File: src/rtl/regfile_arbiter_if.sv
// Bundle of the requester, response and register-file signals around regfile_arbiter.
// Latency: none (wires only).
// Backpressure: requesters hold valid and fields until the matching one-cycle ready pulse.
// Ports: slave = arbiter side (takes requests and file read data, drives everything else);
//        master = environment side (requesters plus register file), the mirror image.
interface regfile_arbiter_if #(
  parameter int n = 4,
  parameter int m = 8
);
  logic         req0_valid;
  logic         req0_wr;
  logic [n-1:0] req0_addr;
  logic [m-1:0] req0_wdata;
  logic         req0_ready;
  logic         req1_valid;
  logic         req1_wr;
  logic [n-1:0] req1_addr;
  logic [m-1:0] req1_wdata;
  logic         req1_ready;

  logic         rsp0_valid;
  logic [m-1:0] rsp0_data;
  logic         rsp0_err;
  logic         rsp1_valid;
  logic [m-1:0] rsp1_data;
  logic         rsp1_err;

  logic         RdEn;
  logic         WrEn;
  logic [n-1:0] address;
  logic [m-1:0] WrData;
  logic [m-1:0] RdData;
  logic         Rd_dataValid;

  modport slave (
    input  req0_valid, req0_wr, req0_addr, req0_wdata,
    input  req1_valid, req1_wr, req1_addr, req1_wdata,
    output req0_ready, req1_ready,
    output rsp0_valid, rsp0_data, rsp0_err,
    output rsp1_valid, rsp1_data, rsp1_err,
    output RdEn, WrEn, address, WrData,
    input  RdData, Rd_dataValid
  );

  modport master (
    output req0_valid, req0_wr, req0_addr, req0_wdata,
    output req1_valid, req1_wr, req1_addr, req1_wdata,
    input  req0_ready, req1_ready,
    input  rsp0_valid, rsp0_data, rsp0_err,
    input  rsp1_valid, rsp1_data, rsp1_err,
    input  RdEn, WrEn, address, WrData,
    output RdData, Rd_dataValid
  );
endinterface

File: src/rtl/regfile_arbiter.sv
// Two-requester round-robin arbiter in front of a single-port register file; reads bounded by a timeout.
// Latency: strobe+ready 1 cycle after grant; read rsp 3 cycles (1-cycle file) or TIMEOUT+1 after RdEn.
// Backpressure: valid sampled only in IDLE; one access in flight; ready pulses once per accepted request.
// Ports: Clk, Rst (synchronous, active-high); bus = slave side of regfile_arbiter_if
//        (req0/req1 request+ready, rsp0/rsp1 valid/data/err, RdEn/WrEn/address/WrData/RdData/Rd_dataValid);
//        arb_busy = high while an access is in WR, RD or WAIT.
module regfile_arbiter #(
  parameter int n       = 4,
  parameter int m       = 8,
  parameter int TIMEOUT = 8
) (
  input  logic             Clk,
  input  logic             Rst,
  regfile_arbiter_if.slave bus,
  output logic             arb_busy
);

  localparam int CW = $clog2(TIMEOUT);

  typedef enum logic [1:0] {
    ST_IDLE = 2'd0,
    ST_WR   = 2'd1,
    ST_RD   = 2'd2,
    ST_WAIT = 2'd3
  } state_e;

  state_e        state_q, state_d;
  logic          last_gnt_q, last_gnt_d;
  logic          owner_q, owner_d;
  logic [CW-1:0] cnt_q, cnt_d;

  logic          req0_ready_q, req0_ready_d;
  logic          req1_ready_q, req1_ready_d;
  logic          rsp0_valid_q, rsp0_valid_d;
  logic          rsp1_valid_q, rsp1_valid_d;
  logic [m-1:0]  rsp0_data_q, rsp0_data_d;
  logic [m-1:0]  rsp1_data_q, rsp1_data_d;
  logic          rsp0_err_q, rsp0_err_d;
  logic          rsp1_err_q, rsp1_err_d;
  logic          rd_en_q, rd_en_d;
  logic          wr_en_q, wr_en_d;
  logic [n-1:0]  address_q, address_d;
  logic [m-1:0]  wr_data_q, wr_data_d;
  logic          busy_q, busy_d;

  logic          gnt_any;
  logic          gnt;
  logic          sel_wr;
  logic          timed_out;
  logic [m-1:0]  rsp_dat;

  always_comb begin
    state_d      = state_q;
    last_gnt_d   = last_gnt_q;
    owner_d      = owner_q;
    cnt_d        = cnt_q;
    req0_ready_d = 1'b0;
    req1_ready_d = 1'b0;
    rsp0_valid_d = 1'b0;
    rsp1_valid_d = 1'b0;
    rsp0_data_d  = rsp0_data_q;
    rsp1_data_d  = rsp1_data_q;
    rsp0_err_d   = rsp0_err_q;
    rsp1_err_d   = rsp1_err_q;
    rd_en_d      = 1'b0;
    wr_en_d      = 1'b0;
    address_d    = address_q;
    wr_data_d    = wr_data_q;

    // Round robin: on a tie the requester that did not win last time goes;
    // a lone requester wins regardless of the pointer.
    gnt_any   = bus.req0_valid | bus.req1_valid;
    gnt       = (bus.req0_valid & bus.req1_valid) ? ~last_gnt_q : bus.req1_valid;
    sel_wr    = gnt ? bus.req1_wr : bus.req0_wr;
    timed_out = (cnt_q == CW'(TIMEOUT - 1));
    rsp_dat   = bus.Rd_dataValid ? bus.RdData : '0;

    case (state_q)
      ST_IDLE: begin
        if (gnt_any) begin
          owner_d      = gnt;
          last_gnt_d   = gnt;
          req0_ready_d = ~gnt;
          req1_ready_d = gnt;
          address_d    = gnt ? bus.req1_addr : bus.req0_addr;
          if (sel_wr) begin
            state_d   = ST_WR;
            wr_en_d   = 1'b1;
            wr_data_d = gnt ? bus.req1_wdata : bus.req0_wdata;
          end else begin
            state_d = ST_RD;
            rd_en_d = 1'b1;
          end
        end
      end
      ST_WR: begin
        state_d = ST_IDLE;
      end
      ST_RD: begin
        state_d = ST_WAIT;
        cnt_d   = '0;
      end
      ST_WAIT: begin
        // Data arriving on the last allowed cycle still counts as a good read.
        if (bus.Rd_dataValid || timed_out) begin
          state_d = ST_IDLE;
          if (owner_q) begin
            rsp1_valid_d = 1'b1;
            rsp1_data_d  = rsp_dat;
            rsp1_err_d   = ~bus.Rd_dataValid;
          end else begin
            rsp0_valid_d = 1'b1;
            rsp0_data_d  = rsp_dat;
            rsp0_err_d   = ~bus.Rd_dataValid;
          end
        end else begin
          cnt_d = cnt_q + CW'(1);
        end
      end
      default: begin
        state_d = ST_IDLE;
      end
    endcase

    busy_d = (state_d != ST_IDLE);
  end

  always_ff @(posedge Clk) begin
    if (Rst) begin
      state_q      <= ST_IDLE;
      last_gnt_q   <= 1'b1;  // requester 0 wins the first tie
      owner_q      <= 1'b0;
      cnt_q        <= '0;
      req0_ready_q <= 1'b0;
      req1_ready_q <= 1'b0;
      rsp0_valid_q <= 1'b0;
      rsp1_valid_q <= 1'b0;
      rsp0_data_q  <= '0;
      rsp1_data_q  <= '0;
      rsp0_err_q   <= 1'b0;
      rsp1_err_q   <= 1'b0;
      rd_en_q      <= 1'b0;
      wr_en_q      <= 1'b0;
      address_q    <= '0;
      wr_data_q    <= '0;
      busy_q       <= 1'b0;
    end else begin
      state_q      <= state_d;
      last_gnt_q   <= last_gnt_d;
      owner_q      <= owner_d;
      cnt_q        <= cnt_d;
      req0_ready_q <= req0_ready_d;
      req1_ready_q <= req1_ready_d;
      rsp0_valid_q <= rsp0_valid_d;
      rsp1_valid_q <= rsp1_valid_d;
      rsp0_data_q  <= rsp0_data_d;
      rsp1_data_q  <= rsp1_data_d;
      rsp0_err_q   <= rsp0_err_d;
      rsp1_err_q   <= rsp1_err_d;
      rd_en_q      <= rd_en_d;
      wr_en_q      <= wr_en_d;
      address_q    <= address_d;
      wr_data_q    <= wr_data_d;
      busy_q       <= busy_d;
    end
  end

  assign bus.req0_ready = req0_ready_q;
  assign bus.req1_ready = req1_ready_q;
  assign bus.rsp0_valid = rsp0_valid_q;
  assign bus.rsp1_valid = rsp1_valid_q;
  assign bus.rsp0_data  = rsp0_data_q;
  assign bus.rsp1_data  = rsp1_data_q;
  assign bus.rsp0_err   = rsp0_err_q;
  assign bus.rsp1_err   = rsp1_err_q;
  assign bus.RdEn       = rd_en_q;
  assign bus.WrEn       = wr_en_q;
  assign bus.address    = address_q;
  assign bus.WrData     = wr_data_q;
  assign arb_busy       = busy_q;

endmodule

File: src/flat_wrapper.sv
// flat-port wrapper written by rule: the top's interface ports become plain ports
module regfile_arbiter_flat 
#(
  parameter int n       = 4,
  parameter int m       = 8,
  parameter int TIMEOUT = 8
)
  (Clk, Rst, arb_busy, bus_req0_valid, bus_req0_wr, bus_req0_addr, bus_req0_wdata, bus_req1_valid, bus_req1_wr, bus_req1_addr, bus_req1_wdata, bus_req0_ready, bus_req1_ready, bus_rsp0_valid, bus_rsp0_data, bus_rsp0_err, bus_rsp1_valid, bus_rsp1_data, bus_rsp1_err, bus_RdEn, bus_WrEn, bus_address, bus_WrData, bus_RdData, bus_Rd_dataValid);
  regfile_arbiter_if #(.n(n), .m(m)) bus_i ();
  input  logic Clk;
  input  logic Rst;
  output logic arb_busy;
  input wire logic [$bits(bus_i.req0_valid)-1:0] bus_req0_valid;
  input wire logic [$bits(bus_i.req0_wr)-1:0] bus_req0_wr;
  input wire logic [$bits(bus_i.req0_addr)-1:0] bus_req0_addr;
  input wire logic [$bits(bus_i.req0_wdata)-1:0] bus_req0_wdata;
  input wire logic [$bits(bus_i.req1_valid)-1:0] bus_req1_valid;
  input wire logic [$bits(bus_i.req1_wr)-1:0] bus_req1_wr;
  input wire logic [$bits(bus_i.req1_addr)-1:0] bus_req1_addr;
  input wire logic [$bits(bus_i.req1_wdata)-1:0] bus_req1_wdata;
  output wire logic [$bits(bus_i.req0_ready)-1:0] bus_req0_ready;
  output wire logic [$bits(bus_i.req1_ready)-1:0] bus_req1_ready;
  output wire logic [$bits(bus_i.rsp0_valid)-1:0] bus_rsp0_valid;
  output wire logic [$bits(bus_i.rsp0_data)-1:0] bus_rsp0_data;
  output wire logic [$bits(bus_i.rsp0_err)-1:0] bus_rsp0_err;
  output wire logic [$bits(bus_i.rsp1_valid)-1:0] bus_rsp1_valid;
  output wire logic [$bits(bus_i.rsp1_data)-1:0] bus_rsp1_data;
  output wire logic [$bits(bus_i.rsp1_err)-1:0] bus_rsp1_err;
  output wire logic [$bits(bus_i.RdEn)-1:0] bus_RdEn;
  output wire logic [$bits(bus_i.WrEn)-1:0] bus_WrEn;
  output wire logic [$bits(bus_i.address)-1:0] bus_address;
  output wire logic [$bits(bus_i.WrData)-1:0] bus_WrData;
  input wire logic [$bits(bus_i.RdData)-1:0] bus_RdData;
  input wire logic [$bits(bus_i.Rd_dataValid)-1:0] bus_Rd_dataValid;
  assign bus_i.req0_valid = bus_req0_valid;
  assign bus_i.req0_wr = bus_req0_wr;
  assign bus_i.req0_addr = bus_req0_addr;
  assign bus_i.req0_wdata = bus_req0_wdata;
  assign bus_i.req1_valid = bus_req1_valid;
  assign bus_i.req1_wr = bus_req1_wr;
  assign bus_i.req1_addr = bus_req1_addr;
  assign bus_i.req1_wdata = bus_req1_wdata;
  assign bus_req0_ready = bus_i.req0_ready;
  assign bus_req1_ready = bus_i.req1_ready;
  assign bus_rsp0_valid = bus_i.rsp0_valid;
  assign bus_rsp0_data = bus_i.rsp0_data;
  assign bus_rsp0_err = bus_i.rsp0_err;
  assign bus_rsp1_valid = bus_i.rsp1_valid;
  assign bus_rsp1_data = bus_i.rsp1_data;
  assign bus_rsp1_err = bus_i.rsp1_err;
  assign bus_RdEn = bus_i.RdEn;
  assign bus_WrEn = bus_i.WrEn;
  assign bus_address = bus_i.address;
  assign bus_WrData = bus_i.WrData;
  assign bus_i.RdData = bus_RdData;
  assign bus_i.Rd_dataValid = bus_Rd_dataValid;
  regfile_arbiter #(.n(n), .m(m), .TIMEOUT(TIMEOUT)) u_core (.Clk(Clk), .Rst(Rst), .bus(bus_i), .arb_busy(arb_busy));
endmodule
File: config.mk
export PLATFORM = sky130hd
export DESIGN_NAME = regfile_arbiter_flat
export DESIGN_NICKNAME = d
export VERILOG_FILES = /design/src/rtl/regfile_arbiter_if.sv /design/src/rtl/regfile_arbiter.sv /design/src/flat_wrapper.sv
export SDC_FILE = /design/constraint.sdc
export NUM_CORES = 1
export LEC_CHECK = 0
export BUFFER_PORTS_ARGS = -buffer_cell sky130_fd_sc_hd__buf_2
export CORE_UTILIZATION = 40
export DETAILED_ROUTE_END_ITERATION = 8
export PLACE_DENSITY = 0.69
export SLEW_MARGIN = 15
export SYNTH_ARGS = -nofsm -noshare
export SYNTH_HDL_FRONTEND = slang
export SYNTH_SLANG_ARGS = --single-unit
File: constraint.sdc
create_clock -name Clk -period 3.65 [get_ports Clk]
set_input_delay 0.1825 -clock Clk [delete_from_list [all_inputs] [get_ports Clk]]
set_output_delay 0.1825 -clock Clk [all_outputs]
set_load 0.02 [all_outputs]
# Word-level counts from Yosys, hierarchy flattened
# Cells that the tools add are included.
# totals
word_cells	59
input_bits	39
output_inout_bits	37
regBits	44
# op_classes
bitwise_logic	10
addsub	1
muxes	15
n_reduce_logical	11
eq_ne	5
# op_table
operator	count
8-bit 2-to-1 mux	2
3-bit AND reduction	3
1-bit NOT	8
2-bit one-hot mux with 4 select lines	1
1-bit 2-to-1 mux	6
2-bit 2-to-1 mux	3
3-bit one-hot mux with 2 select lines	1
3-bit OR reduction	2
2-bit equality test, second input constant	2
4-bit 2-to-1 mux	1
2-bit AND reduction	2
2-bit nonzero test	2
3-bit by 1-bit adder with 3-bit output, second input constant	1
3-bit equality test, second input constant	1
3-bit 2-to-1 mux	1
2-bit by 1-bit equality test with 1-bit output, second input constant	1
2-bit logical NOT	1
2-bit inequality test, second input constant	1
1-bit bitwise AND	1
1-bit logical OR	1
1-bit bitwise OR	1

# Depth between registers and ports, before layout
# Gate-level depths: netlist of the first run.
# depth
depth_word	7
ltp_mapped	7

# Worst setup path after synthesis of the first run
# OpenSTA, ideal clock, no wires.
# synth_timing
kind	reg2reg
startpoint	register u_core.cnt_q[0]
endpoint	register u_core.rsp0_data_q[7] (netlist: u_core.bus.rsp0_data[7])
required_time_ps	3579
setup_time_ps	71
path_buffers	1
path_stages_with_launch	8
path_slack_ps	2132
synth_period_minus_slack_ps	1518
arrival_ps	1448
path_cell_list	dfxtp_1 -> ha_1 -> ha_1 -> nor2_1 -> or3_1 -> clkbuf_1 -> nand2_1 -> a21oi_1
# synth_via
elab_chain_cells	3
# synth_lines
element	line_no	source
start, declared	regfile_arbiter.sv:30	logic [CW-1:0] cnt_q, cnt_d;
start signal, assigned	regfile_arbiter.sv:151	cnt_q <= cnt_d;
3-bit equality test	regfile_arbiter.sv:75	timed_out = (cnt_q == CW'(TIMEOUT - 1));
1-bit logical OR	regfile_arbiter.sv:105	if (bus.Rd_dataValid || timed_out) begin
3-bit AND reduction (no source line)	n/a	
end signal, assigned	regfile_arbiter.sv:156	rsp0_data_q <= rsp0_data_d;
end, declared	regfile_arbiter.sv:36	logic [m-1:0] rsp0_data_q, rsp0_data_d;
# Every way passes these cells.
# A chain may end at the register's enable or synchronous reset.

# Final worst setup path of the first run
# layout_timing
startpoint	register u_core.cnt_q[0]
endpoint	register u_core.rsp1_data_q[2] (netlist: u_core.bus.rsp1_data[2])
# layout_via
elab_chain_cells	3
# layout_lines
element	line_no	source
3-bit equality test	regfile_arbiter.sv:75	
1-bit logical OR	regfile_arbiter.sv:105	
3-bit AND reduction (no source line)	n/a	
end signal, assigned	regfile_arbiter.sv:157	rsp1_data_q <= rsp1_data_d;
end, declared	regfile_arbiter.sv:37	logic [m-1:0] rsp1_data_q, rsp1_data_d;
# Every way passes these cells.

==> results.rst, run 1 <==
.. list-table::
   :header-rows: 1

   * - Metric
     - Value
   * - Global-route wire length before repair
     - 6400 um
   * - Max VDD drop
     - 0.206 mV
   * - # port buffers
     - 75
   * - CTS clock-pin slew for the worst setup and hold paths
     - 80 ps
   * - Hold-fix buffers, CTS
     - 0
   * - Area of the core region
     - 0.00409 mm2
   * - Unrepaired setup endpoints after global routing
     - no
   * - Mean area per synthesized cell
     - ~8.5 um2
   * - Global placement routability congestion
     - 0.746
   * - Portion of total power attributed to sequential cells
     - 0.514
   * - Crit path capture type
     - flip-flop
   * - Number of DRC markers in iteration 0
     - around 60
   * - Antenna violations before repair
     - 0
   * - Placement Cell Area
     - between 0.002 and 0.0025 mm2
   * - Max-slew headroom at the worst pin
     - 0.300
   * - Worst hold path class
     - primary input to flip-flop
   * - Worst-path maximum fanout
     - 9
   * - Leftover overflow at the end of global routing
     - 0
   * - Most area-hungry cell type in the Yosys netlist
     - dfxtp_1
   * - Distinct cell type count after synthesis
     - 27
   * - Number of storage elements in the synthesis netlist
     - 44
   * - Start point of the critical path
     - u_core.cnt_q[0]$_SDFFE_PP0P_
   * - Post-route DRC violation count
     - 0
   * - Full die area
     - about 0.0046 mm2
   * - Internal power
     - between 0.0007 and 0.0008 W
   * - Netlist area before placement
     - 0.00174 mm2
   * - Filler cells
     - 390
   * - Ports placed on the boundary
     - 76
   * - Fmax achieved
     - about 570 MHz
   * - Post-route design area
     - roughly 0.0022 mm2
   * - Clock latency of the later-clocked register in the worst-skew pair
     - around 300 ps
   * - Vias per cell
     - 5.23
   * - Final antenna-violating net count
     - 0
   * - Leakage Power
     - 0.947 nW
   * - Post-CTS Setup Inserts
     - 0
   * - Resized Gates After CTS
     - 0
   * - Combinational share of power
     - 0.199
   * - Sequential element share of the synthesized area
     - 0.505
   * - Number of maximum-capacitance constraint violations
     - 0
   * - Final clock skew
     - 10.7 ps
   * - Crit path time final
     - approximately 1700 ps
   * - Power density normalized to cell area
     - 471 mW/mm2
   * - Count of final hold-check violations
     - 0
   * - Row count
     - 23
   * - Number of clock sinks
     - 44
   * - Count of inserted antenna diode cells
     - 0
   * - Reg2Reg Launch Point
     - u_core.cnt_q[0]$_SDFFE_PP0P_
   * - Routed len/inst
     - 12.2 um
   * - Vias in the first global route
     - 1,470
   * - Initial core utilization
     - 0.427
   * - X dimension of the die
     - 68.0 um
   * - Post-synthesis net count
     - 245
   * - Power share of the clock group
     - 0.287
   * - Top area cells in the synthesized netlist
     - dfxtp_1, a21oi_1, nand3b_1
   * - Crit path launch type
     - flip-flop
   * - Post-synthesis to final-layout area growth
     - 26.5%
   * - Overall Global Routing Usage
     - 0.185
   * - Hold Crit Start
     - bus_req1_addr[1]
   * - Transition at the pin with the smallest max-transition slack
     - 1040 ps
   * - CTS H-tree lvls
     - 2
   * - Number of instances in the synthesized netlist
     - 204
   * - CTS tree
     - done
   * - Detailed placer's ending HPWL
     - 2750 um
   * - CTS Buffer Depth
     - 2
   * - Data required, critical path
     - just under 4000 ps
   * - Total length of routed wires
     - 3930 um
   * - WP data arrival
     - 1970 ps
   * - Syn. warnings
     - 0
   * - Final worst-path cycle share
     - 0.478
   * - Count of final max-slew check failures
     - 0
   * - Root Buffer
     - clkbuf_8
   * - Pin count of the biggest net entering global routing
     - 45
   * - Number of nets in the final layout
     - 312
   * - Type of the setup path with the least slack
     - flip-flop to flip-flop
   * - Total clock buffers created by CTS
     - 5
   * - Final setup violation count
     - 0
   * - Fraction of power spent switching nets
     - 0.301
   * - Reported net switching power
     - around 0.00031 W
   * - Status
     - complete, no violations
   * - Area share of the largest cell type after synthesis
     - 0.505
   * - Fin Setup TNS
     - 0 ps
   * - Vertical die dimension
     - 68.0 um
   * - Layout cells sized above 1
     - 0.313
   * - Overall via count from detail_route
     - 1,683
   * - First drt pass iteration count
     - 4
==> power by group through the flow <==
stage,Combinational (W),Sequential (W),Clock (W)
2_1_floorplan,0.000107,0.000580,0
3_3_place_gp,0.000209,0.000545,0
3_5_place_dp,0.000209,0.000545,0
4_1_cts,0.000209,0.000535,0.000307
5_1_grt,0.000231,0.000540,0.000327
6_report,0.000207,0.000535,0.000299
==> cells in the mapped netlist <==
cell and n:
nand3b_1 16, o21ai_0 1, a21boi_1 1, a21bo_2 1, mux2i_1 1, mux2_4 1
nor3_1 12, a21oi_1 35, ha_1 2, o21ai_1 1, clkbuf_1 10, o21a_1 1
nor2_1 13, or3_1 1, a22oi_1 2, nor3b_2 1, nor3b_1 1, buf_1 2
a211oi_1 2, nand3_1 16, nor3_2 1, buf_2 3, o2111ai_1 1, o21bai_1 2
a311oi_1 4, dfxtp_1 44, nand2_1 29
==> metrics by stage <==
stage	util	std cells	hold slack [ps]	power, W	setup WS (ps)
detailed placement	0.519	314	443	0.000754	1900
global route	0.540	322	141	0.00110	1690
CTS	0.540	322	131	0.00105	1880
finish	0.540	322	136	0.00104	1900
floorplan	-	204	341	0.000687	2130
global placement	0.519	314	440	0.000753	1950
==> area by class of cell <==
type	count	area, um2	share of cell area
Timing Repair Buffer	75	375	0.170
Sequential cell	44	881	0.399
Clock inverter	1	8.76	0.00397
Tap cell	50	62.6	0.0283
Clock buffer	7	76.3	0.0346
Multi-Input combinational cell	145	803	0.364
==> cells in the final DEF, fill, tap and decap left out, drive strengths merged <==
master   instances
buf             75
dfxtp           44
a21oi           35
nand2           29
nand3b          16
nand3           16
nor2            13
nor3            13
clkbuf           7
a311oi           4
o21bai           2
a22oi            2
a211oi           2
ha               2
o21ai            2
nor3b            2
o21a             1
a21boi           1
a21bo            1
mux2             1
o2111ai          1
or3              1
mux2i            1
clkinv           1
==> flip-flops by register name, summed over array words and instances, names as in the netlist <==
register,cells
u_core.arb_busy,1
u_core.bus.RdEn,1
u_core.bus.WrData,8
u_core.bus.WrEn,1
u_core.bus.address,4
u_core.bus.req0_ready,1
u_core.bus.req1_ready,1
u_core.bus.rsp0_data,8
u_core.bus.rsp0_err,1
u_core.bus.rsp0_valid,1
u_core.bus.rsp1_data,8
u_core.bus.rsp1_err,1
u_core.bus.rsp1_valid,1
u_core.cnt_q,3
u_core.last_gnt_q,1
u_core.owner_q,1
u_core.state_q,2
==> worst paths after layout <==
check,endpoint,slack [ps],cells after the start
worst max register to register,u_core.bus.rsp1_data[2]$_SDFFE_PP0P_,1900,5
worst min-delay path,u_core.bus.address[1]$_SDFFE_PP0P_,140,3
worst min register to register,u_core.bus.rsp0_data[5]$_SDFFE_PP0P_,450,2
worst max-delay path,u_core.bus.rsp1_data[2]$_SDFFE_PP0P_,1900,5
==> worst max-delay path, stage by stage (launching register included) <==
cell,delay [ps]
dfxtp_1,330
ha_1,190
ha_1,210
o2111ai_1,660
nand2_1,130
a21oi_1,160
==> kinds of logic after synthesis <==
logic type	after synthesis	share of synthesized area
AOI/OAI and AO/OA	51	0.171
adders and majority gates	2	0.0143
buffers and inverters	15	0.0344
DFF	44	0.505
muxes	2	0.0143
and+or+nand+nor	90	0.260
==> per-layer routing <==
metal / part of all wire / vias to the layer above / global-route usage
li1: - / 858 / -
met5: 0 / - / 0
met1: 0.47 / 757 / 0.207
met4: 0.014 / 0 / 0.0703
met2: 0.44 / 63 / 0.321
met3: 0.075 / 5 / 0.0633
Note: power is estimated with default switching activity, not from simulation.
==> run 2: changes to the inputs <==
--- a/config.mk
+++ b/config.mk
@@ -5,10 +5,11 @@
 export SDC_FILE = /design/constraint.sdc
 export NUM_CORES = 1
 export LEC_CHECK = 0
+export ABC_AREA = 1
 export BUFFER_PORTS_ARGS = -buffer_cell sky130_fd_sc_hd__buf_2
 export CORE_UTILIZATION = 40
 export DETAILED_ROUTE_END_ITERATION = 8
-export PLACE_DENSITY = 0.69
+export PLACE_DENSITY = 0.68
 export SLEW_MARGIN = 15
 export SYNTH_ARGS = -nofsm -noshare
 export SYNTH_HDL_FRONTEND = slang
==> constraint.sdc (replaced) <==
create_clock -name Clk -period 1.7 [get_ports Clk]
set_input_delay 0.085 -clock Clk [delete_from_list [all_inputs] [get_ports Clk]]
set_output_delay 0.085 -clock Clk [all_outputs]
set_load 0.02 [all_outputs]
==> results.rst, run 2 <==
.. list-table::
   :header-rows: 1

   * - Metric
     - Value
   * - Count of inserted antenna diode cells
     - 0
   * - Initial core utilization
     - 0.421
   * - Hold-fix buffers, CTS
     - 0
   * - Met2 track demand over resource in global routing
     - 0.297
   * - Type of the setup path with the least slack
     - flip-flop to flip-flop
   * - Power density normalized to cell area
     - just under 1000 mW/mm2
   * - Most common library cell in the layout ignoring fill and taps
     - nand2_1
   * - Resized Gates After CTS
     - 0
   * - Pin count of the biggest net entering global routing
     - 19
   * - Sequential element share of the synthesized area
     - 0.474
   * - Routed len/inst
     - between 9 and 10 um
   * - CTS Buffer Depth
     - 2
   * - FFs w/ async S/R, synth
     - 0
   * - Clock latency of the later-clocked register in the worst-skew pair
     - 300 ps
   * - Number of DRC markers in iteration 0
     - 48
   * - Distinct cell type count after synthesis
     - 18
   * - WP data arrival
     - 1620 ps
   * - Global-route wire length before repair
     - 6730 um
   * - Final antenna-violating net count
     - 0
   * - Met3 global-route usage
     - 0.0577
   * - Row count
     - 24
   * - Data required, critical path
     - 1880 ps
   * - CTS tree
     - done
   * - Number of enable-type register cells in the synthesized netlist
     - 0
   * - Fraction of power spent switching nets
     - 0.316
   * - Sequence of cells on the critical path
     - ha_1 -> ha_1 -> nor2_4 -> o21ai_0 -> inv_1 -> nand2_1 -> o21ai_0
   * - Leftover overflow at the end of global routing
     - 0
   * - Total length of routed wires
     - about 3900 um
   * - Ports placed on the boundary
     - between 70 and 80
   * - Final clock skew
     - 11.2 ps
   * - CTS clock-pin slew for the worst setup and hold paths
     - 90 ps
   * - Detailed placer's ending HPWL
     - roughly 2900 um
   * - Vias per cell
     - 4.49
   * - Worst hold path class
     - primary input to flip-flop
   * - Cell family with the largest share of critical-path delay
     - compound AO/OA/AOI/OAI gates
   * - X dimension of the die
     - between 70 and 80 um
   * - Mean area per synthesized cell
     - 6.99 um2
   * - Transition at the pin with the smallest max-transition slack
     - 396 ps
   * - # port buffers
     - 75
   * - Syn. warnings
     - 0
   * - GR Layer Usage met1
     - 0.201
   * - Layout cells sized above 1
     - 0.278
   * - Post-route DRC violation count
     - 0
   * - Filler cells
     - roughly 460
   * - Max-slew headroom at the worst pin
     - 0.736
   * - Worst-path maximum fanout
     - 3
   * - Area share of the largest cell type after synthesis
     - 0.474
   * - Post-synthesis to final-layout area growth
     - 27.4%
   * - Crit path launch type
     - flip-flop
   * - Global placement routability congestion
     - 0.715
   * - Netlist area before placement
     - 0.00186 mm2
   * - Fin Setup TNS
     - 0 ps
   * - CTS H-tree lvls
     - 2
   * - Most numerous cell in the Yosys netlist
     - nand2_1
   * - Antenna violations before repair
     - 0
   * - Number of storage elements in the synthesis netlist
     - between 40 and 50
   * - WP buf/inv
     - 1
   * - Crit path time final
     - approximately 1400 ps
   * - Leakage Power
     - 1.33 nW
   * - Overall Global Routing Usage
     - 0.171
   * - Status
     - complete, no violations
   * - Busiest metal layer after global routing
     - met2
   * - Number of instances in the synthesized netlist
     - 266
   * - Overall via count from detail_route
     - between 1,500 and 2,000
   * - First drt pass iteration count
     - 4
   * - Fmax achieved
     - 693 MHz
   * - Combinational share of power
     - 0.214
   * - Most used flip-flop cell after synthesis
     - dfxtp_1
   * - Largest stage delay on the critical path
     - around 350 ps
   * - Reported net switching power
     - between 0.0007 and 0.0008 W
   * - Internal power
     - 0.00158 W
   * - Unrepaired setup endpoints after global routing
     - no
   * - Count of final max-slew check failures
     - 0
   * - Most used cells in the layout excluding fill and tap cells
     - nand2_1, buf_2, nor2_1
   * - Root Buffer
     - clkbuf_8
   * - Number of nets in the final layout
     - about 390
   * - Critical Path Slowest Stage Cell
     - dfxtp_1
   * - Total clock buffers created by CTS
     - 5
   * - Core occupancy in the finished layout
     - 0.537
   * - Top area cells in the synthesized netlist
     - dfxtp_1, nand2_1, nor2_1
   * - Most area-hungry cell type in the Yosys netlist
     - dfxtp_1
   * - Post-synthesis net count
     - 307
   * - Crit path capture type
     - flip-flop
   * - Count of final hold-check violations
     - 0
   * - Power share of the clock group
     - 0.288
   * - Final worst-path cycle share
     - 0.849
   * - Most frequent cells after synthesis
     - nand2_1, nor2_1, dfxtp_1
   * - Vertical die dimension
     - between 70 and 80 um
   * - Vias in the first global route
     - 1,609
   * - Full die area
     - 0.00492 mm2
   * - Max VDD drop
     - 0.430 mV
   * - Portion of total power attributed to sequential cells
     - 0.498
   * - Number of maximum-capacitance constraint violations
     - 0
   * - Number of clock sinks
     - 44
   * - Post-CTS Setup Inserts
     - 0
   * - Final setup violation count
     - 0
   * - Area of the core region
     - approximately 0.0044 mm2
run 2: per-stage QoR:
step	power, W	setup slack, ps	instances	cell area (um2)	hold WS, ps
2_1_floorplan	0.00151	413	266	1860	288
3_3_place_gp	0.00166	316	389	2280	393
3_5_place_dp	0.00167	272	389	2280	393
4_1_cts	0.00233	238	397	2370	81.5
5_1_grt	0.00244	143	397	2370	102
6_report	0.00231	256	397	2370	85.8
run 2: power by group through the flow:
stage / clock network (W) / registers, W / logic (W)
floorplan: 0 / 0.00125 / 0.000261
global placement: 0 / 0.00117 / 0.000494
detailed placement: 0 / 0.00117 / 0.000497
CTS: 0.000681 / 0.00115 / 0.000500
global route: 0.000722 / 0.00116 / 0.000557
finish: 0.000665 / 0.00115 / 0.000494
run 2: cell type report:
cell class                      instances  area (um2)  share of cell area
Sequential cell                        44         881               0.372
Multi-Input combinational cell        179         788               0.333
Timing Repair Buffer                   81         420               0.177
Inverter                               33         124              0.0523
Clock buffer                            5        68.8              0.0291
Tap cell                               52        65.1              0.0275
Clock inverter                          3        21.3             0.00898
run 2: path summary, 6_finish.rpt:
kind | slack, ps | startpoint | to | cells after the start
setup / recovery | 260 | u_core.cnt_q[0]$_SDFFE_PP0P_ | u_core.state_q[1]$_SDFF_PP0_ | 7
setup reg to reg | 260 | u_core.cnt_q[0]$_SDFFE_PP0P_ | u_core.state_q[1]$_SDFF_PP0_ | 7
hold / removal | 90 | bus_RdData[7] | u_core.bus.rsp1_data[7]$_SDFFE_PP0P_ | 5
hold reg to reg | 460 | u_core.cnt_q[0]$_SDFFE_PP0P_ | u_core.cnt_q[0]$_SDFFE_PP0P_ | 1
run 2: metal layers:
| metal | routed length [um] | share of wire |
|---|---|---|
| met1 | 1830 | 0.46 |
| met2 | 1790 | 0.45 |
| met3 | 293 | 0.074 |
| met4 | 25 | 0.0063 |
| met5 | 0 | 0 |
run 2: worst min-delay path, delay by kind of cell:
| kind | cells | cell delay [ps] |
|---|---|---|
| AND/OR/NAND/NOR | 3 | 140 |
| buffers and inverters | 2 | 130 |
run 2: cells by family after synthesis:
| family | after synthesis | share of synthesized area |
|---|---|---|
| buf+inv | 43 | 0.102 |
| compound gates | 29 | 0.0801 |
| flops | 44 | 0.474 |
| simple gates | 148 | 0.330 |
| fa+ha+maj | 2 | 0.0135 |
==> run 3: changes to the inputs <==
--- a/config.mk
+++ b/config.mk
@@ -5,11 +5,11 @@
 export SDC_FILE = /design/constraint.sdc
 export NUM_CORES = 1
 export LEC_CHECK = 0
-export ABC_AREA = 1
+export ABC_AREA = 0
 export BUFFER_PORTS_ARGS = -buffer_cell sky130_fd_sc_hd__buf_2
 export CORE_UTILIZATION = 40
 export DETAILED_ROUTE_END_ITERATION = 8
-export PLACE_DENSITY = 0.68
+export PLACE_DENSITY = 0.69
 export SLEW_MARGIN = 15
 export SYNTH_ARGS = -nofsm -noshare
 export SYNTH_HDL_FRONTEND = slang
==> constraint.sdc (replaced) <==
create_clock -name Clk -period 1.4 [get_ports Clk]
set_input_delay 0.07 -clock Clk [delete_from_list [all_inputs] [get_ports Clk]]
set_output_delay 0.07 -clock Clk [all_outputs]
set_load 0.02 [all_outputs]
==> results.rst, run 3 (synthesized netlist as in run 1, its figures left out) <==
.. list-table::
   :header-rows: 1

   * - Metric
     - Value
   * - Power density normalized to cell area
     - 1130 mW/mm2
   * - Initial core utilization
     - 0.427
   * - Sequence of cells on the critical path
     - ha_4 -> ha_4 -> buf_6 -> o2111ai_4 -> buf_6 -> nand2_1 -> a21oi_2
   * - X dimension of the die
     - slightly below 70 um
   * - Routed len/inst
     - 13.1 um
   * - WP buf/inv
     - 2
   * - Total clock buffers created by CTS
     - 5
   * - First drt pass iteration count
     - 4
   * - Hold-fix buffers, CTS
     - 0
   * - Final clock skew
     - 8.26 ps
   * - Number of nets in the final layout
     - 331
   * - Leftover overflow at the end of global routing
     - 0
   * - Worst-path maximum fanout
     - 5
   * - Number of placed instances, taps included
     - 330
   * - CTS clock-pin slew for the worst setup and hold paths
     - 80 ps
   * - Failing checks
     - setup timing
   * - Final setup violation count
     - 5
   * - Power share of the clock group
     - 0.286
   * - Overall Global Routing Usage
     - 0.184
   * - Fraction of power spent switching nets
     - 0.299
   * - Overall via count from detail_route
     - approximately 1,700
   * - Number of clock sinks
     - 44
   * - Vias per cell
     - 5.11
   * - Area of the core region
     - 0.00409 mm2
   * - Fmax achieved
     - 694 MHz
   * - Number of maximum-capacitance constraint violations
     - 0
   * - Unrepaired setup endpoints after global routing
     - yes
   * - Count of final hold-check violations
     - 0
   * - Internal power
     - 0.00200 W
   * - Reported net switching power
     - 0.000855 W
   * - # port buffers
     - 75
   * - Final standard cell count with taps included and fillers excluded
     - 341
   * - Leakage Power
     - 1.07 nW
   * - Vias in the first global route
     - 1,432
   * - Worst hold path class
     - primary input to flip-flop
   * - Post-route DRC violation count
     - 0
   * - Count of inserted antenna diode cells
     - 0
   * - Hold Crit Start
     - bus_req1_addr[2]
   * - Count of final max-slew check failures
     - 0
   * - Ports placed on the boundary
     - 76
   * - Antenna violations before repair
     - 0
   * - Transition at the pin with the smallest max-transition slack
     - around 370 ps
   * - Max VDD drop
     - 0.649 mV
   * - Critical Path Slowest Stage Cell
     - dfxtp_2
   * - Data required, critical path
     - approximately 1600 ps
   * - Type of the setup path with the least slack
     - flip-flop to flip-flop
   * - Final antenna-violating net count
     - 0
   * - Post-synthesis to final-layout area growth
     - 45.3%
   * - Vertical die dimension
     - 68.0 um
   * - Combinational share of power
     - 0.220
   * - Crit path launch type
     - flip-flop
   * - Layout cells sized above 1
     - 0.450
   * - Reg2Reg Launch Point
     - u_core.cnt_q[1]$_SDFFE_PP0P_
   * - Filler cells
     - approximately 360
   * - Hold_ws
     - 35.3 ps
   * - Most common library cell in the layout ignoring fill and taps
     - buf_2
   * - CTS tree
     - done
   * - Max-slew headroom at the worst pin
     - 0.751
   * - Crit path time final
     - 1440 ps
   * - CTS H-tree lvls
     - 2
   * - Largest stage delay on the critical path
     - 340 ps
   * - Final worst-path cycle share
     - 1.03
   * - Crit path capture type
     - flip-flop
   * - Clock latency of the later-clocked register in the worst-skew pair
     - 290 ps
   * - Pin count of the biggest net entering global routing
     - 23
   * - Global-route wire length before repair
     - 6340 um
   * - Row count
     - 23
   * - Total length of routed wires
     - 4480 um
   * - Status
     - finished with violations
   * - Pre-CTS setup slack
     - -81.1 ps
   * - CTS Buffer Depth
     - 2
   * - Start point of the critical path
     - u_core.cnt_q[1]$_SDFFE_PP0P_
   * - Most used cells in the layout excluding fill and tap cells
     - buf_2, dfxtp_1, a21oi_1
   * - WP data arrival
     - 1670 ps
   * - Number of DRC markers in iteration 0
     - 63
   * - Full die area
     - 0.00463 mm2
   * - Least setup slack across all paths after layout
     - -40.2 ps
   * - Detailed placer's ending HPWL
     - 3010 um
   * - Portion of total power attributed to sequential cells
     - 0.494
   * - Cell family with the largest share of critical-path delay
     - flip-flops
   * - Root Buffer
     - clkbuf_8
   * - Global placement routability congestion
     - 0.758
run 3: timing repair:
item | 4_1_cts | 5_1_grt
endpoints found under the setup margin | 22 | 24
cloned | 1 | 1
buffers inserted | 0 | 1
pin swaps | 5 | 20
resized for setup | 6 | 31
run 3: metrics by stage:
stage / util / setup TNS (ps) / cell area (um2) / total power [W]
final: 0.620 / -119 / 2530 / 0.00285
after global routing: 0.620 / -1330 / 2530 / 0.00299
after CTS: 0.588 / -206 / 2400 / 0.00284
after detailed placement: 0.559 / -739 / 2280 / 0.00203
after global placement: 0.559 / -564 / 2280 / 0.00202
after floorplan: - / -168 / 1800 / 0.00180
run 3: worst paths after layout:
check	slack, ps	to	depth (start not counted)
worst max register to register	-40	u_core.bus.rsp1_data[3]$_SDFFE_PP0P_	7
worst max-delay path	-40	u_core.bus.rsp1_data[3]$_SDFFE_PP0P_	7
worst min register to register	450	u_core.bus.rsp1_data[1]$_SDFFE_PP0P_	2
worst min-delay path	40	u_core.bus.address[2]$_SDFFE_PP0P_	3
run 3: worst reg2reg max path, stage by stage, from the launching register on:
cell       delay (ps)
dfxtp_2           340
ha_4              160
ha_4              160
buf_6             120
o2111ai_4         240
buf_6             180
nand2_1            70
a21oi_2           100
run 3: final cells by class:
type | instances | area [um2] | share of cell area
timing repair buffer | 94 | 548 | 0.216
clock buffer | 7 | 86.3 | 0.0341
sequential | 44 | 883 | 0.349
clock inverter | 1 | 7.51 | 0.00296
tap | 50 | 62.6 | 0.0247
multi-input combinational | 145 | 946 | 0.373
run 3: metal layers:
layer	vias up	share of wire	routed length, um	track usage
met5	-	0	0	0
met1	780	0.47	2100	0.240
li1	894	-	-	-
met4	0	0.018	82	0.0625
met3	9	0.062	276	0.0600
met2	61	0.45	2020	0.286
run 3: power by group through the flow:
| stage | Combinational (W) | Sequential [W] | Clock, W |
|---|---|---|---|
| 6_report | 0.000629 | 0.00141 | 0.000817 |
| 4_1_cts | 0.000612 | 0.00140 | 0.000832 |
| 2_1_floorplan | 0.000284 | 0.00151 | 0 |
| 3_5_place_dp | 0.000605 | 0.00142 | 0 |
| 5_1_grt | 0.000684 | 0.00142 | 0.000888 |
| 3_3_place_gp | 0.000601 | 0.00142 | 0 |
